**src/rtl/vpu_cmd_dispatcher.sv**
```systemverilog
// vpu_cmd_dispatcher: host command FIFO feeding the VPU decoder, at most one command in flight.
// Latency: push edge N -> req_valid_o after edge N+1; next command issues on the edge that samples done_i.
// Backpressure: cmd_ready_o drops while the FIFO is full; req_* hold until req_ready_i. Watchdog: VPU_CMD_TIMEOUT_EN.
module vpu_cmd_dispatcher #(
    parameter int DEPTH    = 4,
    parameter int OPCODE_W = 8,
    parameter int ADDR_W   = 16
`ifdef VPU_CMD_TIMEOUT_EN
    ,
    parameter int TIMEOUT_CYC = 1024
`endif
) (
    input  logic                       clk,
    input  logic                       rst_n,
    input  logic                       cmd_valid_i,
    output logic                       cmd_ready_o,
    input  logic [OPCODE_W-1:0]        cmd_opcode_i,
    input  logic [ADDR_W-1:0]          cmd_src0_i,
    input  logic [ADDR_W-1:0]          cmd_src1_i,
    input  logic [ADDR_W-1:0]          cmd_src2_i,
    input  logic [ADDR_W-1:0]          cmd_dst_i,
    output logic                       req_valid_o,
    input  logic                       req_ready_i,
    output logic [OPCODE_W-1:0]        req_opcode_o,
    output logic [ADDR_W-1:0]          req_src0_o,
    output logic [ADDR_W-1:0]          req_src1_o,
    output logic [ADDR_W-1:0]          req_src2_o,
    output logic [ADDR_W-1:0]          req_dst_o,
    input  logic                       done_i,
    output logic                       busy_o,
    output logic [$clog2(DEPTH+1)-1:0] cmd_count_o
`ifdef VPU_CMD_TIMEOUT_EN
    ,
    output logic                       err_timeout_o
`endif
);

    localparam int PTR_W = $clog2(DEPTH);
    localparam logic [PTR_W:0] PTR_ONE = 1;

    typedef struct packed {
        logic [OPCODE_W-1:0] opcode;
        logic [ADDR_W-1:0]   src0;
        logic [ADDR_W-1:0]   src1;
        logic [ADDR_W-1:0]   src2;
        logic [ADDR_W-1:0]   dst;
    } cmd_t;

    typedef enum logic [1:0] {S_IDLE, S_ISSUE, S_WAIT} state_t;

    state_t         state;
    cmd_t           cmd_dat;
    cmd_t           head_dat;
    cmd_t           req_q;
    cmd_t           mem [DEPTH];
    logic [PTR_W:0] wr_ptr;
    logic [PTR_W:0] rd_ptr;
    logic [PTR_W:0] count;
    logic           fifo_full;
    logic           head_vld;
    logic           push;
    logic           pop;

    assign cmd_dat = {cmd_opcode_i, cmd_src0_i, cmd_src1_i, cmd_src2_i, cmd_dst_i};

    // Extra wrap bit on each pointer separates full from empty when the indices match.
    assign count     = wr_ptr - rd_ptr;
    assign fifo_full = (wr_ptr[PTR_W] != rd_ptr[PTR_W]) &&
                       (wr_ptr[PTR_W-1:0] == rd_ptr[PTR_W-1:0]);
    assign head_vld  = (wr_ptr != rd_ptr);
    assign head_dat  = mem[rd_ptr[PTR_W-1:0]];

    assign push = cmd_valid_i & cmd_ready_o;
    assign pop  = head_vld & ((state == S_IDLE) | ((state == S_WAIT) & done_i));

    // Gated by rst_n so every output reads 0 while reset is held.
    assign cmd_ready_o = rst_n & ~fifo_full;
    assign cmd_count_o = count;
    assign busy_o      = (state != S_IDLE) | head_vld;

    assign req_opcode_o = req_q.opcode;
    assign req_src0_o   = req_q.src0;
    assign req_src1_o   = req_q.src1;
    assign req_src2_o   = req_q.src2;
    assign req_dst_o    = req_q.dst;

    always_ff @(posedge clk) begin
        if (push) begin
            mem[wr_ptr[PTR_W-1:0]] <= cmd_dat;
        end
    end

    always_ff @(posedge clk or negedge rst_n) begin
        if (!rst_n) begin
            wr_ptr <= '0;
            rd_ptr <= '0;
        end else begin
            if (push) begin
                wr_ptr <= wr_ptr + PTR_ONE;
            end
            if (pop) begin
                rd_ptr <= rd_ptr + PTR_ONE;
            end
        end
    end

`ifdef VPU_CMD_TIMEOUT_EN
    localparam int TO_W = (TIMEOUT_CYC > 2) ? $clog2(TIMEOUT_CYC) : 1;
    localparam logic [TO_W-1:0] TO_LAST = TO_W'(TIMEOUT_CYC - 1);
    localparam logic [TO_W-1:0] TO_ONE  = 1;

    logic [TO_W-1:0] wait_cnt;
`endif

    always_ff @(posedge clk or negedge rst_n) begin
        if (!rst_n) begin
            state       <= S_IDLE;
            req_valid_o <= 1'b0;
            req_q       <= '0;
`ifdef VPU_CMD_TIMEOUT_EN
            wait_cnt      <= '0;
            err_timeout_o <= 1'b0;
`endif
        end else begin
            case (state)
                S_IDLE: begin
                    if (head_vld) begin
                        req_q       <= head_dat;
                        req_valid_o <= 1'b1;
                        state       <= S_ISSUE;
                    end
                end
                S_ISSUE: begin
                    if (req_ready_i) begin
                        req_valid_o <= 1'b0;
                        state       <= S_WAIT;
`ifdef VPU_CMD_TIMEOUT_EN
                        wait_cnt <= '0;
`endif
                    end
                end
                S_WAIT: begin
                    // done_i has priority over the watchdog expiring in the same cycle.
                    if (done_i) begin
                        if (head_vld) begin
                            req_q       <= head_dat;
                            req_valid_o <= 1'b1;
                            state       <= S_ISSUE;
                        end else begin
                            state <= S_IDLE;
                        end
                    end
`ifdef VPU_CMD_TIMEOUT_EN
                    else if (wait_cnt == TO_LAST) begin
                        err_timeout_o <= 1'b1;
                        state         <= S_IDLE;
                    end else begin
                        wait_cnt <= wait_cnt + TO_ONE;
                    end
`endif
                end
                default: begin
                    state       <= S_IDLE;
                    req_valid_o <= 1'b0;
                end
            endcase
        end
    end

endmodule

```
**config.mk**
```make
export PLATFORM = sky130hd
export DESIGN_NAME = vpu_cmd_dispatcher
export DESIGN_NICKNAME = d
export VERILOG_FILES = /design/src/rtl/vpu_cmd_dispatcher.sv
export SDC_FILE = /design/constraint.sdc
export NUM_CORES = 1
export LEC_CHECK = 0
export CORE_MARGIN = 10
export CORE_UTILIZATION = 50
export CTS_BUF_LIST = sky130_fd_sc_hd__clkbuf_4
export DETAILED_ROUTE_END_ITERATION = 10
export PLACE_DENSITY = 0.72
export RECOVER_POWER = 25
export SLEW_MARGIN = 30
export SYNTH_ARGS = -nofsm -noshare
export SYNTH_HDL_FRONTEND = slang
export SYNTH_SLANG_ARGS = --single-unit
```
**constraint.sdc**
```tcl
create_clock -name clk -period 10.1 [get_ports clk]
set_clock_uncertainty 0.2 [all_clocks]
set_input_delay 1.515 -clock clk [delete_from_list [all_inputs] [get_ports clk]]
set_output_delay 1.515 -clock clk [all_outputs]
set_load 0.03 [all_outputs]
```
# Word-level counts from Yosys, hierarchy flattened
# Memory sizes are Yosys's and may differ from the RTL's.
# Index checks and enable logic that the tools add are counted.
[op_classes]
bitwise_logic = 7
n_addsub = 3
n_eq_ne = 8
n_mux = 14
reduce_logical = 7
[op_table]
columns = ["op", "count"]
rows = [
  ["2-to-1 mux 72 bit", 2],
  ["case mux 72 bit (2 select lines)", 1],
  ["adder 3 x 1 -> 3 bit, second input constant", 2],
  ["2-to-1 mux 1 bit", 6],
  ["2-to-1 mux 2 bit", 3],
  ["inequality test 2 bit, second input constant", 3],
  ["case mux 2 bit (3 select lines)", 1],
  ["bitwise AND 1 bit", 4],
  ["AND reduction 2 bit", 2],
  ["nonzero test 2 bit", 2],
  ["inequality test 3 bit", 1],
  ["case mux 1 bit (3 select lines)", 1],
  ["AND reduction 3 bit", 1],
  ["subtractor 3 bit", 1],
  ["equality test 2 x 1 -> 1 bit, second input constant", 1],
  ["equality test 2 bit", 1],
  ["equality test 2 bit, second input constant", 1],
  ["zero test 2 bit", 1],
  ["OR 1 bit", 2],
  ["logical AND 1 bit", 1],
  ["inequality test 1 bit", 1],
  ["NOT 1 bit", 1],
]
[word_totals]
in_bits = 77
regBits = 81
elab_cells = 49
n_memories = 1
ramBits = 288
[mem_list]
columns = ["memory", "words", "word_bits", "read_ports", "rd_clocked_by_memory_dff", "wr", "line", "source"]
rows = [
  ["mem", 4, 72, 1, 0, 1, "55", "cmd_t mem [DEPTH];"],
]

# Longest topological paths before layout
# Gate-level depths: netlist of run 1.
[logic_depth]
ltp_word = 7
depth_mapped = 9
mapped_depth_nobuf = 5

# Least setup slack after synthesis of run 1
# Ideal clock, no wire load.
[synth_timing]
path_type = "in2reg"
start = "input port cmd_valid_i"
end = "memory mem[3][0] (netlist bit), enable pin"
arrival_time_ns = 5.283
stages = 2
n_path_buf = 0
setup_time_ns = 0.549
path_slack_ns = 4.068
required_time_ns = 9.351
cell_sequence = "nand3_1 > a31oi_1"
[synth_between]
elab_chain_cells = 3
[synth_rtl]
columns = ["item", "line", "source"]
rows = [
  ["start, declared", "15", "input logic cmd_valid_i,"],
  ["bitwise AND 1 bit", "73", "assign push = cmd_valid_i & cmd_ready_o;"],
  ["2-to-1 mux 1 bit", "88", "if (push) begin"],
  ["2-to-1 mux 1 bit (not written as such)", "89", "mem[wr_ptr[PTR_W-1:0]] <= cmd_dat;"],
  ["end, declared", "55", ""],
]
# No other way between the ends.

# Worst setup path in the final report of run 1
[layout_timing]
start = "input port rst_n"
end = "output port cmd_ready_o"
[layout_between]
elab_chain_cells = 1
[layout_rtl]
columns = ["item", "line", "source"]
rows = [
  ["start, declared", "14", "input logic rst_n,"],
  ["bitwise AND 1 bit", "77", "assign cmd_ready_o = rst_n & ~fifo_full;"],
  ["end, declared", "16", "output logic cmd_ready_o,"],
]
# No other way between the ends.

==> results of run 1 <==
## flip-flops by register name, summed over array words and instances (netlist names)
name,cells
mem,288
rd_ptr,3
req_dst_o,16
req_opcode_o,8
req_src0_o,16
req_src1_o,16
req_src2_o,16
req_valid_o,1
state,2
wr_ptr,3
## per-layer routing
layer	share of wire	global-route usage	wire length [um]
met4	0.015	0.05740	392
met1	0.41	0.2012	11010
met5	0	0	0
met3	0.087	0.05440	2331
met2	0.49	0.2511	13090
## through the flow
| step | setup WS [ns] | hold WS [ns] | utilization | instances |
|---|---|---|---|---|
| 2_1_floorplan | 4.068 | 0.2928 | - | 579 |
| 3_3_place_gp | 5.365 | 0.2608 | 0.5781 | 1055 |
| 3_5_place_dp | 5.404 | 0.2809 | 0.5823 | 1060 |
| 4_1_cts | 5.105 | 0.2946 | 0.6278 | 1229 |
| 5_1_grt | 3.570 | 0.3160 | 0.6276 | 1229 |
| 6_report | 4.074 | 0.2852 | 0.6278 | 1231 |
## placed cells by master (no fill, tap or decap), types with 2 or more instances in the layout
cell and count:
inv_1 7, xor2_1 3, dlygate4sd3_1 49, diode_2 2, mux4_2 72, and2_4 3
dfrtp_1 79, clkdlybuf4s50_1 104, a31oi_1 2, clkinv_1 13, nand2_1 2, xnor2_1 2
inv_2 3, clkbuf_4 150, mux2_4 37, o21ai_0 2, buf_12 4, mux2_2 37
buf_6 2, ha_1 7, a21o_1 2, dfrtp_4 2, edfxtp_1 288, buf_4 3
## cell type report
type,count,area [um2]
flip-flops and latches,369,10680
fillers,1880,10060
multi-input cells,179,2910
repair buffers,164,1688
clock buffers,150,1126
well taps,341,426.7
clock inverters,19,102.6
inverters,7,26.28
diodes,2,5.005
## power by group through the flow
stage               sequential (mW)  clock (mW)  combinational, mW
finish                         2.17        1.26               2.01
global route                   2.20        1.38               2.14
CTS                            2.17        1.30               2.06
detailed placement             2.20           0               2.05
global placement               2.19           0               2.00
floorplan                      2.42           0               1.20
## kinds of logic after synthesis
| group | Yosys count | share of synthesized area |
|---|---|---|
| DFF | 369 | 0.7745 |
| muxes | 146 | 0.1882 |
| buffers and inverters | 31 | 0.01598 |
| and+or+nand+nor | 10 | 0.004085 |
| AOI/OAI and AO/OA | 9 | 0.005084 |
| adders and majority gates | 8 | 0.007807 |
| xor gates and xnor gates | 6 | 0.004358 |
## worst max path at each step
stage / slack, ns / from / endpoint / cells past startpoint
after floorplan: 4.07 / cmd_valid_i / mem[3][0]$_DFFE_PP_ / 2
after global placement: 5.36 / rst_n / cmd_ready_o / 4
after detailed placement: 5.40 / rst_n / cmd_ready_o / 4
after CTS: 5.11 / rd_ptr[0]$_DFFE_PN0P_ / busy_o / 4
after global routing: 3.57 / rst_n / cmd_ready_o / 4
final: 4.07 / rst_n / cmd_ready_o / 4
## worst max-delay path, delay by kind of cell
kind	cells	cell delay, ns
buffers and inverters	3	2.53
AOI/OAI and AO/OA	1	0.24
==> summary.md, run 1 <==
| Metric | Value |
|---|---|
| Vias in the first global route | `around 7,500` |
| CP Cell Sequence | `clkbuf_1 > inv_1 > a31oi_1 > clkdlybuf4s50_1` |
| Clock transition at path regs | `0.06 ns` |
| RSZ-0062 raised after global routing | `no` |
| Largest cells by area after synthesis | `edfxtp_1 63%, dfrtp_1 15%, mux4_2 12%, mux2_4 4.0%, mux2_2 3.0%` |
| Largest net degree at the start of global routing | `76` |
| Post-synth EDFFs | `288` |
| CTS tree | `built` |
| Worst path slowest cell | `clkbuf_1` |
| Clock Sink Count | `369` |
| R2R Setup Slk | `6.39 ns` |
| Depth of the worst register-to-register path | `5` |
| Max FO, Critical Path | `37` |
| Longest Clk Path Bufs | `3` |
| Core Area | `27,030 um2` |
| Tmin final | `approximately 6 ns` |
| WL/cell | `21.79 um` |
| Fmax | `roughly 170 MHz` |
| Most used DFF post-synth | `edfxtp_1` |
| WHS Endpoint | `req_valid_o$_DFFE_PN0P_` |
| Vias per Instance | `5.399` |
| Syn Nets | `664` |
| Dpl cell area | `between 15,000 and 20,000 um2` |
| Routed Antenna Nets | `0` |
| HPWL after DPL | `15,840 um` |
| Outcome | `finished, violations left` |
| Mapped Cells | `579` |
| Clk root buf | `clkbuf_4` |
| Most frequent cell after synthesis | `edfxtp_1` |
| Final hold vios | `0` |
| Comb pwr share | `0.371` |
| CP Class | `primary input to output pin` |
| Worst hold path class | `flip-flop to flip-flop` |
| Layout cell share with drive strength beyond 1 | `0.3604` |
| Sequential group share of total power | `0.398` |
| CTS buffer count | `92` |
| First-pass GRT wire length | `41,690 um` |
| GRT Total Usage | `0.1591` |
| Clk pwr share | `0.231` |
| Sw Share | `0.3200` |
| Hold_sp | `req_valid_o$_DFFE_PN0P_` |
| Critical path arrival | `4.31 ns` |
| VDD IR max | `0.1924 mV` |
| Failing checks | `max-capacitance violations, max-slew violations` |
| Dominant cell type by area after synthesis | `edfxtp_1` |
| DRT Wirelength | `26,820 um` |
| Clock latency on the worst-skew pair | `0.69 ns` |
| Slowest stage delay, CP | `1.74 ns` |
| Async set or reset register ratio after synthesis | `0.2195` |
| Setup TNS | `0 ns` |
| Initial Utilization | `0.5100` |
| Final Cycle Share | `0.5966` |
| Synth Cell Area | `13,780 um2` |
| Setup Buffers After CTS | `0` |
| Hold depth | `1` |
| Die Ht | `186.0 um` |
| Crit path capture type | `output pin` |
| Maxcap violations | `1` |
| Total power | `5.435 mW` |
| Synth Warn # | `0` |
| Count of cell types in the netlist | `28` |
| I/O pin count | `155` |
| Commonest cells in the netlist | `288 x edfxtp_1, 81 x dfrtp_1, 72 x mux4_2, 37 x mux2_2, 37 x mux2_4` |
| Die ar. | `approximately 35,000 um2` |
| Internal power | `around 3.7 mW` |
| Relative max-transition margin | `-0.6756` |
| Startpoint types | `primary input` |
| Cts repair resizes | `0` |
| Fin nets | `898` |
| DRC | `0` |
| Post-synthesis sequential element count | `369` |
| Reg2reg end | `req_src2_o[4]$_DFFE_PN0P_` |
| Detailed-route via count | `6,646` |
| Starting DRT DRC Count | `420` |
| CP Data Required Time | `around 8.4 ns` |
| First drt pass iteration count | `5` |
| Yosys top cell area share | `0.6275` |
| Syn Area/Cell | `between 20 and 25 um2` |
| Standard-cell rows | `60` |
| Syn-to-layout area delta | `23.10%` |
| Final Instance Area | `16,970 um2` |
| Hold Buf Count CTS | `0` |
| Die width | `186.0 um` |
| P_leak | `6.052 nW` |
| Worst-Margin Slew | `around 2.5 ns` |
| Power per Cell Area | `320.3 nW/um2` |
| IO buf count | `154` |
| Final Max Tran Viols | `38` |
| CTS H-tree depth | `3` |
| P_sw | `roughly 1.7 mW` |
| Register area share after synthesis | `0.7745` |
| Setup violators final | `0` |
| Reg2Reg Launch Point | `rd_ptr[0]$_DFFE_PN0P_` |
| Antenna violations before repair | `2` |
| Total gr overflow | `0` |
| Routability congestion estimate | `between 0.7 and 0.8` |
(Power assumes the default switching activity.)
==> run 2: changes to the inputs <==
--- a/config.mk
+++ b/config.mk
@@ -9,7 +9,7 @@
 export CORE_UTILIZATION = 50
 export CTS_BUF_LIST = sky130_fd_sc_hd__clkbuf_4
 export DETAILED_ROUTE_END_ITERATION = 10
-export PLACE_DENSITY = 0.72
+export PLACE_DENSITY = 0.75
 export RECOVER_POWER = 25
 export SLEW_MARGIN = 30
 export SYNTH_ARGS = -nofsm -noshare
==> constraint.sdc (replaced) <==
create_clock -name clk -period 4.88 [get_ports clk]
set_clock_uncertainty 0.2 [all_clocks]
set_input_delay 0.732 -clock clk [delete_from_list [all_inputs] [get_ports clk]]
set_output_delay 0.732 -clock clk [all_outputs]
set_load 0.03 [all_outputs]
==> run 2 against run 1 <==
Effect of this change:
- the flow now finishes without violations
- register-to-register slack got worse by 4.5 ns
- global-route usage rose by 0.068 points
- final cell count did not move
- critical path type is now flip-flop to output pin
- highest routed layer unchanged
==> summary.md, run 2 (synthesis gave the netlist of run 1 again) <==
| Metric | Value |
|---|---|
| Depth of the worst register-to-register path | `5` |
| Startpoint types | `flip-flop` |
| Max FO, Critical Path | `5` |
| RSZ-0062 raised after global routing | `no` |
| Vias per Instance | `between 5 and 6` |
| Die width | `around 190 um` |
| CTS tree | `built` |
| Post-Place Worst Slack | `~1.6 ns` |
| Routability congestion estimate | `0.7263` |
| Clock latency on the worst-skew pair | `0.70 ns` |
| First-pass GRT wire length | `41,880 um` |
| Die ar. | `34,610 um2` |
| Commonest non-fill, non-tap cell in the layout | `edfxtp_1` |
| Reg2Reg Launch Point | `wr_ptr[0]$_DFFE_PN0P_` |
| Clock Sink Count | `369` |
| Slowest stage delay, CP | `0.61 ns` |
| Die Ht | `between 150 and 200 um` |
| Largest delay contributor family on the critical path | `buffers and inverters` |
| WHS Endpoint | `req_valid_o$_DFFE_PN0P_` |
| IO buf count | `154` |
| Cts repair resizes | `0` |
| Crit path capture type | `output pin` |
| Fin util | `0.6294` |
| Total power | `11.30 mW` |
| Clk root buf | `clkbuf_4` |
| Outcome | `finished, final reports clean` |
| Clock transition at path regs | `0.06 ns` |
| Initial Utilization | `0.5100` |
| Vias in the first global route | `7,428` |
| Antenna violations before repair | `2` |
| DRC | `0` |
| Setup violators final | `0` |
| Largest net degree at the start of global routing | `74` |
| Total gr overflow | `0` |
| Worst hold path class | `flip-flop to flip-flop` |
| First drt pass iteration count | `5` |
| Max reg flops | `288` |
| Worst path slowest cell | `clkdlybuf4s50_1` |
| Fmax | `~270 MHz` |
| Standard-cell rows | `60` |
| CTS buffer count | `90` |
| Power per Cell Area | `about 660 nW/um2` |
| Worst-Margin Slew | `about 0.8 ns` |
| P_leak | `6.070 nW` |
| Tmin final | `3.741 ns` |
| Longest Clk Path Bufs | `3` |
| CP Data Required Time | `3.95 ns` |
| CP Cell Sequence | `inv_1 > ha_1 > nand2_1 > or4_1 > clkdlybuf4s50_1` |
| Number of inserted diodes | `0` |
| VDD IR max | `a little under 0.4 mV` |
| Critical path arrival | `about 2.8 ns` |
| Dpl cells | `1,061` |
| Syn-to-layout area delta | `23.40%` |
| WL/cell | `21.97 um` |
| Final Max Tran Viols | `0` |
| Bufs and invs on worst path | `2` |
| Post-Layout Cell Count | `1,231` |
| CTS H-tree depth | `3` |
| Final Cycle Share | `0.7665` |
| Fin nets | `898` |
| Starting DRT DRC Count | `504` |
| I/O pin count | `155` |
| Maxcap violations | `0` |
| Hold_sp | `req_valid_o$_DFFE_PN0P_` |
| Detailed-route via count | `6,683` |
| R2R Setup Slk | `between 1.5 and 2 ns` |
| Routed Antenna Nets | `0` |
| CP Class | `flip-flop to output pin` |
| Reg2reg end | `mem[0][64]$_DFFE_PP_` |
| Final hold vios | `0` |
| DRT Wirelength | `~27,000 um` |
| Setup TNS | `0 ns` |
| Layout cell share with drive strength beyond 1 | `0.3596` |
| Relative max-transition margin | `0.4661` |
| Worst Slack Setup Final | `1.139 ns` |
| HPWL after DPL | `16,710 um` |
| Hold depth | `1` |
| Core Area | `27,030 um2` |
| Commonest non-fill, non-tap cells in the layout | `288 x edfxtp_1, 145 x clkbuf_4, 100 x clkdlybuf4s50_1` |
| GRT Total Usage | `0.1597` |
==> run 2: cell types whose count changed in the layout (fill, tap and decap cells not counted), moves of 2 or more <==
| cell | before | now |
|---|---|---|
| dlygate4sd3_1 | 49 | 54 |
| buf_12 | 4 | 2 |
| buf_16 | 1 | 3 |
| clkdlybuf4s50_1 | 104 | 100 |
| clkbuf_4 | 150 | 145 |
| diode_2 | 2 | 0 |
| buf_4 | 3 | 5 |
==> run 2: how the worst max path moves through the flow <==
stage,start,end,slack (ns),cells past startpoint
6_report,wr_ptr[0]$_DFFE_PN0P_,busy_o,1.14,5
5_1_grt,wr_ptr[0]$_DFFE_PN0P_,busy_o,1.02,5
4_1_cts,wr_ptr[0]$_DFFE_PN0P_,busy_o,1.08,5
3_5_place_dp,cmd_valid_i,mem[0][26]$_DFFE_PP_,1.61,5
3_3_place_gp,cmd_valid_i,mem[1][25]$_DFFE_PP_,1.61,4
2_1_floorplan,rd_ptr[1]$_DFFE_PN0P_,mem[3][0]$_DFFE_PP_,0.81,5
==> run 2: through the flow <==
stage               instance area (um2)  hold WS [ns]
floorplan                         13790        0.2364
CTS                               17010        0.1791
detailed placement                15760        0.2763
global route                      17010        0.3076
global placement                  15650        0.2610
finish                            17010        0.2844
==> run 2: what timing repair did <==
| item | 4_1_cts | 5_1_grt |
|---|---|---|
| hold buffers | 1 | 0 |
| hold endpoints to repair | 9 | 0 |
| setup buffers | 0 | 0 |
==> run 2: final cells by class <==
cell class                      count  area (um2)
Timing Repair Buffer              166        1717
Tap cell                          341       426.7
Sequential cell                   369       10680
Multi-Input combinational cell    179        2910
Clock inverter                     24       157.7
Fill cell                        1854       10020
Inverter                            7       26.28
Clock buffer                      145        1089
==> run 2: layer usage <==
metal,vias up,wire (um),GRT usage
met2,273,13310,0.2537
met5,-,0,0
met4,0,448,0.05805
li1,2908,-,-
met1,3460,11230,0.2071
met3,42,2067,0.04465
==> run 2: where the power goes <==
| group | leakage [nW] | switching, mW | internal [mW] | total [mW] |
|---|---|---|---|---|
| Clock | 0.743 | 1.16 | 1.46 | 2.62 |
| Combinational | 1.77 | 2.12 | 2.14 | 4.26 |
| Sequential | 3.56 | 0.329 | 4.09 | 4.42 |
| Total | 6.07 | 3.60 | 7.69 | 11.3 |
